<file path="src/rtl/sram_bus_arbiter.sv">
// sram_bus_arbiter: shares one SRAM-style bus between the fetch port and the
// load/store port. One transaction at a time, split address/data handshake,
// per-port done flags that hold while the pipeline is frozen.
module sram_bus_arbiter #(
    parameter int DATA_FIRST = 1
) (
    input  logic        clk,
    input  logic        rst,

    input  logic        inst_req,
    input  logic [31:0] inst_addr,
    output logic [31:0] inst_rdata,
    output logic        inst_stall,

    input  logic        data_req,
    input  logic        data_wr,
    input  logic [1:0]  data_size,
    input  logic [31:0] data_addr,
    input  logic [31:0] data_wdata,
    output logic [31:0] data_rdata,
    output logic        data_stall,

    input  logic        pipe_stall,

    output logic        bus_req,
    output logic        bus_wr,
    output logic [1:0]  bus_size,
    output logic [31:0] bus_addr,
    output logic [31:0] bus_wdata,
    input  logic        bus_addr_ok,
    input  logic        bus_data_ok,
    input  logic [31:0] bus_rdata
);

    typedef enum logic [2:0] {
        IDLE   = 3'd0,
        I_ADDR = 3'd1,
        I_WAIT = 3'd2,
        D_ADDR = 3'd3,
        D_WAIT = 3'd4
    } state_t;

    localparam logic DATA_WINS = (DATA_FIRST != 0);

    state_t      state_q,      state_d;
    logic        inst_done_q,  inst_done_d;
    logic        data_done_q,  data_done_d;
    logic        bus_req_q,    bus_req_d;
    logic        bus_wr_q,     bus_wr_d;
    logic [1:0]  bus_size_q,   bus_size_d;
    logic [31:0] bus_addr_q,   bus_addr_d;
    logic [31:0] bus_wdata_q,  bus_wdata_d;
    logic [31:0] inst_rdata_q, inst_rdata_d;
    logic [31:0] data_rdata_q, data_rdata_d;

    logic inst_pend;
    logic data_pend;
    logic grant_data;

    // Pending/grant decisions and the stall requests seen by the hazard unit
    assign inst_pend  = inst_req & ~inst_done_q;
    assign data_pend  = data_req & ~data_done_q;
    assign grant_data = data_pend & (DATA_WINS | ~inst_pend);

    assign inst_stall = inst_pend;
    assign data_stall = data_pend;

    assign bus_req    = bus_req_q;
    assign bus_wr     = bus_wr_q;
    assign bus_size   = bus_size_q;
    assign bus_addr   = bus_addr_q;
    assign bus_wdata  = bus_wdata_q;
    assign inst_rdata = inst_rdata_q;
    assign data_rdata = data_rdata_q;

    // Next-state logic: grant in IDLE, walk the handshake, capture on completion
    always_comb begin
        state_d      = state_q;
        inst_done_d  = inst_done_q;
        data_done_d  = data_done_q;
        bus_req_d    = bus_req_q;
        bus_wr_d     = bus_wr_q;
        bus_size_d   = bus_size_q;
        bus_addr_d   = bus_addr_q;
        bus_wdata_d  = bus_wdata_q;
        inst_rdata_d = inst_rdata_q;
        data_rdata_d = data_rdata_q;

        // A moving pipeline consumes both results; setting below overrides this.
        if (!pipe_stall) begin
            inst_done_d = 1'b0;
            data_done_d = 1'b0;
        end

        case (state_q)
            IDLE: begin
                if (grant_data) begin
                    state_d     = D_ADDR;
                    bus_req_d   = 1'b1;
                    bus_wr_d    = data_wr;
                    bus_size_d  = data_size;
                    bus_addr_d  = data_addr;
                    bus_wdata_d = data_wdata;
                end else if (inst_pend) begin
                    // Fetches are always word reads; no write data to carry.
                    state_d     = I_ADDR;
                    bus_req_d   = 1'b1;
                    bus_wr_d    = 1'b0;
                    bus_size_d  = 2'd2;
                    bus_addr_d  = inst_addr;
                    bus_wdata_d = 32'h0;
                end
            end
            I_ADDR: begin
                if (bus_addr_ok) begin
                    bus_req_d = 1'b0;
                    if (bus_data_ok) begin
                        state_d      = IDLE;
                        inst_rdata_d = bus_rdata;
                        inst_done_d  = 1'b1;
                    end else begin
                        state_d = I_WAIT;
                    end
                end
            end
            I_WAIT: begin
                if (bus_data_ok) begin
                    state_d      = IDLE;
                    inst_rdata_d = bus_rdata;
                    inst_done_d  = 1'b1;
                end
            end
            D_ADDR: begin
                if (bus_addr_ok) begin
                    bus_req_d = 1'b0;
                    if (bus_data_ok) begin
                        state_d      = IDLE;
                        data_rdata_d = bus_rdata;
                        data_done_d  = 1'b1;
                    end else begin
                        state_d = D_WAIT;
                    end
                end
            end
            D_WAIT: begin
                if (bus_data_ok) begin
                    state_d      = IDLE;
                    data_rdata_d = bus_rdata;
                    data_done_d  = 1'b1;
                end
            end
            default: begin
                state_d   = IDLE;
                bus_req_d = 1'b0;
            end
        endcase
    end

    // State and registered outputs; reset abandons any transaction in flight
    always_ff @(posedge clk) begin
        if (rst) begin
            state_q      <= IDLE;
            inst_done_q  <= 1'b0;
            data_done_q  <= 1'b0;
            bus_req_q    <= 1'b0;
            bus_wr_q     <= 1'b0;
            bus_size_q   <= 2'd0;
            bus_addr_q   <= 32'h0;
            bus_wdata_q  <= 32'h0;
            inst_rdata_q <= 32'h0;
            data_rdata_q <= 32'h0;
        end else begin
            state_q      <= state_d;
            inst_done_q  <= inst_done_d;
            data_done_q  <= data_done_d;
            bus_req_q    <= bus_req_d;
            bus_wr_q     <= bus_wr_d;
            bus_size_q   <= bus_size_d;
            bus_addr_q   <= bus_addr_d;
            bus_wdata_q  <= bus_wdata_d;
            inst_rdata_q <= inst_rdata_d;
            data_rdata_q <= data_rdata_d;
        end
    end

endmodule

</file>
<file path="config.mk">
export PLATFORM = sky130hd
export DESIGN_NAME = sram_bus_arbiter
export DESIGN_NICKNAME = d
export VERILOG_FILES = /design/src/rtl/sram_bus_arbiter.sv
export SDC_FILE = /design/constraint.sdc
export NUM_CORES = 1
export LEC_CHECK = 0
export ABC_AREA = 1
export CAP_MARGIN = 20
export CELL_PAD_IN_SITES_DETAIL_PLACEMENT = 1
export CELL_PAD_IN_SITES_GLOBAL_PLACEMENT = 1
export CORE_MARGIN = 3
export CORE_UTILIZATION = 27
export DETAILED_ROUTE_END_ITERATION = 8
export GPL_TIMING_DRIVEN = 0
export PLACE_DENSITY_LB_ADDON = 0.12
export SKIP_CTS_REPAIR_TIMING = 1
export SLEW_MARGIN = 40
export SYNTH_ARGS = -nofsm -noshare
export SYNTH_HDL_FRONTEND = slang
export SYNTH_SLANG_ARGS = --single-unit
export TNS_END_PERCENT = 5
</file>
<file path="constraint.sdc">
create_clock -name clk -period 1.9 [get_ports clk]
set_clock_uncertainty 0.1 [all_clocks]
set_input_delay 0.38 -clock clk [delete_from_list [all_inputs] [get_ports clk]]
set_output_delay 0.38 -clock clk [all_outputs]
set_load 0.005 [all_outputs]
</file>
==> results.ini <==
[routing]
avgRoutedWirePerCell_um=16.2
vias_per_cell=4.59
dr.first_iter.drc_count=172
ant_nets=0
drc=0
firstDrtPassIters=6
finalWirelength_um=21200
num_vias=6007

[critical_path]
r2r_slack_ps=110
cp_data_required_time_ps=1420
r2r_start=data_done_q
end_kind=output pin
r2r_end=bus_addr[3]
ff2ff_path_depth=10
cp_max_fo=8
crit_arrival_ps=1350
worst-setup-path-type=flip-flop to output pin
crit_path_start_kind=flip-flop

[clock_tree]
cts_buffers=17
clock-sinks=137
cts_tree=done
cts-root-buf=clkbuf_16
path_clk_slew_ps=60
clk_latency_ps=420
clk_path_buf_depth=2
htree_levels=4

[placement]
dpl.hpwl_um=15900
gp_congestion=0.777
portBuffers=269

[timing]
period_share=0.962
setup_viol_count_final=0
rsz0062_at_grt=true
worst_pin_slew_ps=600
max_freq_ghz=0.547
report.final.hold_viol_count=0
layout_min_cycle_time_ps=1830
maxSlewViolCount=0
slew_headroom=0.600
fin_tns_setup_ps=0

[job]
drv_cap=0

[global_routing]
grt_pass1_wl_um=33100
grt_usage=0.191
grt_pass1_vias=6195
antenna_found_initial=0
overflow=0
grt_max_degree=17

[finish]
n_antenna_cell=0
final_cell_mix=clkdlybuf4s50_1, nand2_1, dfxtp_1
layout_commonest_cell=clkdlybuf4s50_1
area_delta_synth_final_pct=69.8
utilization=0.476
layout-drive-gt1-share=0.0706
fin_nets=1173
fillers=2372

[run_status]
outcome=finished clean

[die]
initial_core_util=0.280
num_rows=50
fp.dieArea_mm2=0.0215
die_x_um=147
core_mm2=0.0191
die_h_um=147
io_pins=272

[synthesis]
netlist_area_mm2=0.00535
syn_inst=740
synth_cell_types=20
yosys_warnings=0
synth_nets=878
seq_area_frac_synth=0.513
ys_ff_latch=137
syn_avg_cell_area_um2=7.23

[pwr]
powerDensity_mw_per_mm2=1320
ir_drop_mv=0.630
leakagePower_nw=3.62

[hold_path]
hold_class=flip-flop to flip-flop
hold_depth=2
hold_end=bus_wdata[29]
hp-start=bus_wdata[29]

-- routing by layer --
metal	GRT usage	wire [µm]	up-vias
met3	0.0672	1500	26
met2	0.322	10200	170
met5	0	0	-
met1	0.229	9100	2821
met4	0.0616	359	0
li1	-	-	2990
-- cell families after synthesis --
| group | count (synthesis) | share of synthesized area |
|---|---|---|
| AND/OR/NAND/NOR | 364 | 0.272 |
| buffers and inverters | 70 | 0.0573 |
| flip-flops | 137 | 0.513 |
| AO/OA/AOI/OAI | 169 | 0.158 |
-- where the power goes --
group	leakage, nW	total (W)	switching [W]	internal (W)
combinational	2.21	0.00459	0.00229	0.00230
clock	0.295	0.00343	0.00139	0.00204
sequential	1.12	0.00398	0.000366	0.00362
total	3.62	0.0120	0.00405	0.00796
-- area by class of cell --
class / count / area, µm² / share of cell area
clock inverters: 13 / 159 / 0.0175
inverters: 15 / 60.1 / 0.00661
multi-input cells: 533 / 2310 / 0.255
flip-flops and latches: 137 / 2750 / 0.302
well taps: 260 / 325 / 0.0358
repair buffers: 276 / 2770 / 0.304
clock buffers: 19 / 453 / 0.0499
plain buffers: 55 / 263 / 0.0289
-- Yosys cell counts --
| cell | count | area [µm²] |
|---|---|---|
| nand3_1 | 38 | 190 |
| nand2_1 | 215 | 807 |
| nor3_4 | 1 | 16.3 |
| nor2_1 | 102 | 383 |
| nor2_2 | 1 | 6.26 |
| nor4_1 | 1 | 6.26 |
| clkbuf_1 | 37 | 139 |
| inv_2 | 1 | 3.75 |
| nand2_2 | 3 | 18.8 |
| dfxtp_1 | 137 | 2740 |
| buf_1 | 1 | 3.75 |
| nand3b_1 | 1 | 7.51 |
| o21ai_0 | 66 | 330 |
| buf_2 | 8 | 40.0 |
| inv_1 | 13 | 48.8 |
| a21oi_1 | 103 | 515 |
| buf_4 | 9 | 67.6 |
| clkinv_1 | 1 | 3.75 |
| nand4_2 | 1 | 12.5 |
| nand4_1 | 1 | 6.26 |
-- stage by stage --
stage                     instances  total power, W  area, µm²  hold WS (ps)  setup slack (ps)
after floorplan                 740         0.00607       5350           358               389
after global placement         1269         0.00848       8370           351              -840
after detailed placement       1269         0.00855       8370           355              -866
after CTS                      1301          0.0120       8980           365              -861
after global routing           1308          0.0129       9080           382             -48.8
final                          1308          0.0120       9080           364              71.5
-- sequential cells by signal, indices dropped and copies added (netlist names) --
register / flops
bus_addr: 32
bus_req: 1
bus_size: 2
bus_wdata: 32
bus_wr: 1
data_done_q: 1
data_rdata: 32
inst_done_q: 1
inst_rdata: 32
state_q: 3
-- worst max-delay path, stage by stage (launching register included) --
cell and delay, ps:
dfxtp_2 320, inv_1 60, nand2_4 110, clkinvlp_4 130
buf_6 150, dlymetal6s2s_1 150
-- how the worst max path moves through the flow --
stage	slack, ps	cells past startpoint	from	to
after CTS	-860	5	data_req	data_stall
after global routing	-50	6	rst	inst_rdata[16]
after detailed placement	-870	5	data_req	data_stall
after floorplan	390	7	state_q[2]	bus_size[0]
final	70	5	data_done_q	data_stall
after global placement	-840	5	data_req	data_stall
Note: power is estimated with default switching activity, not from simulation.
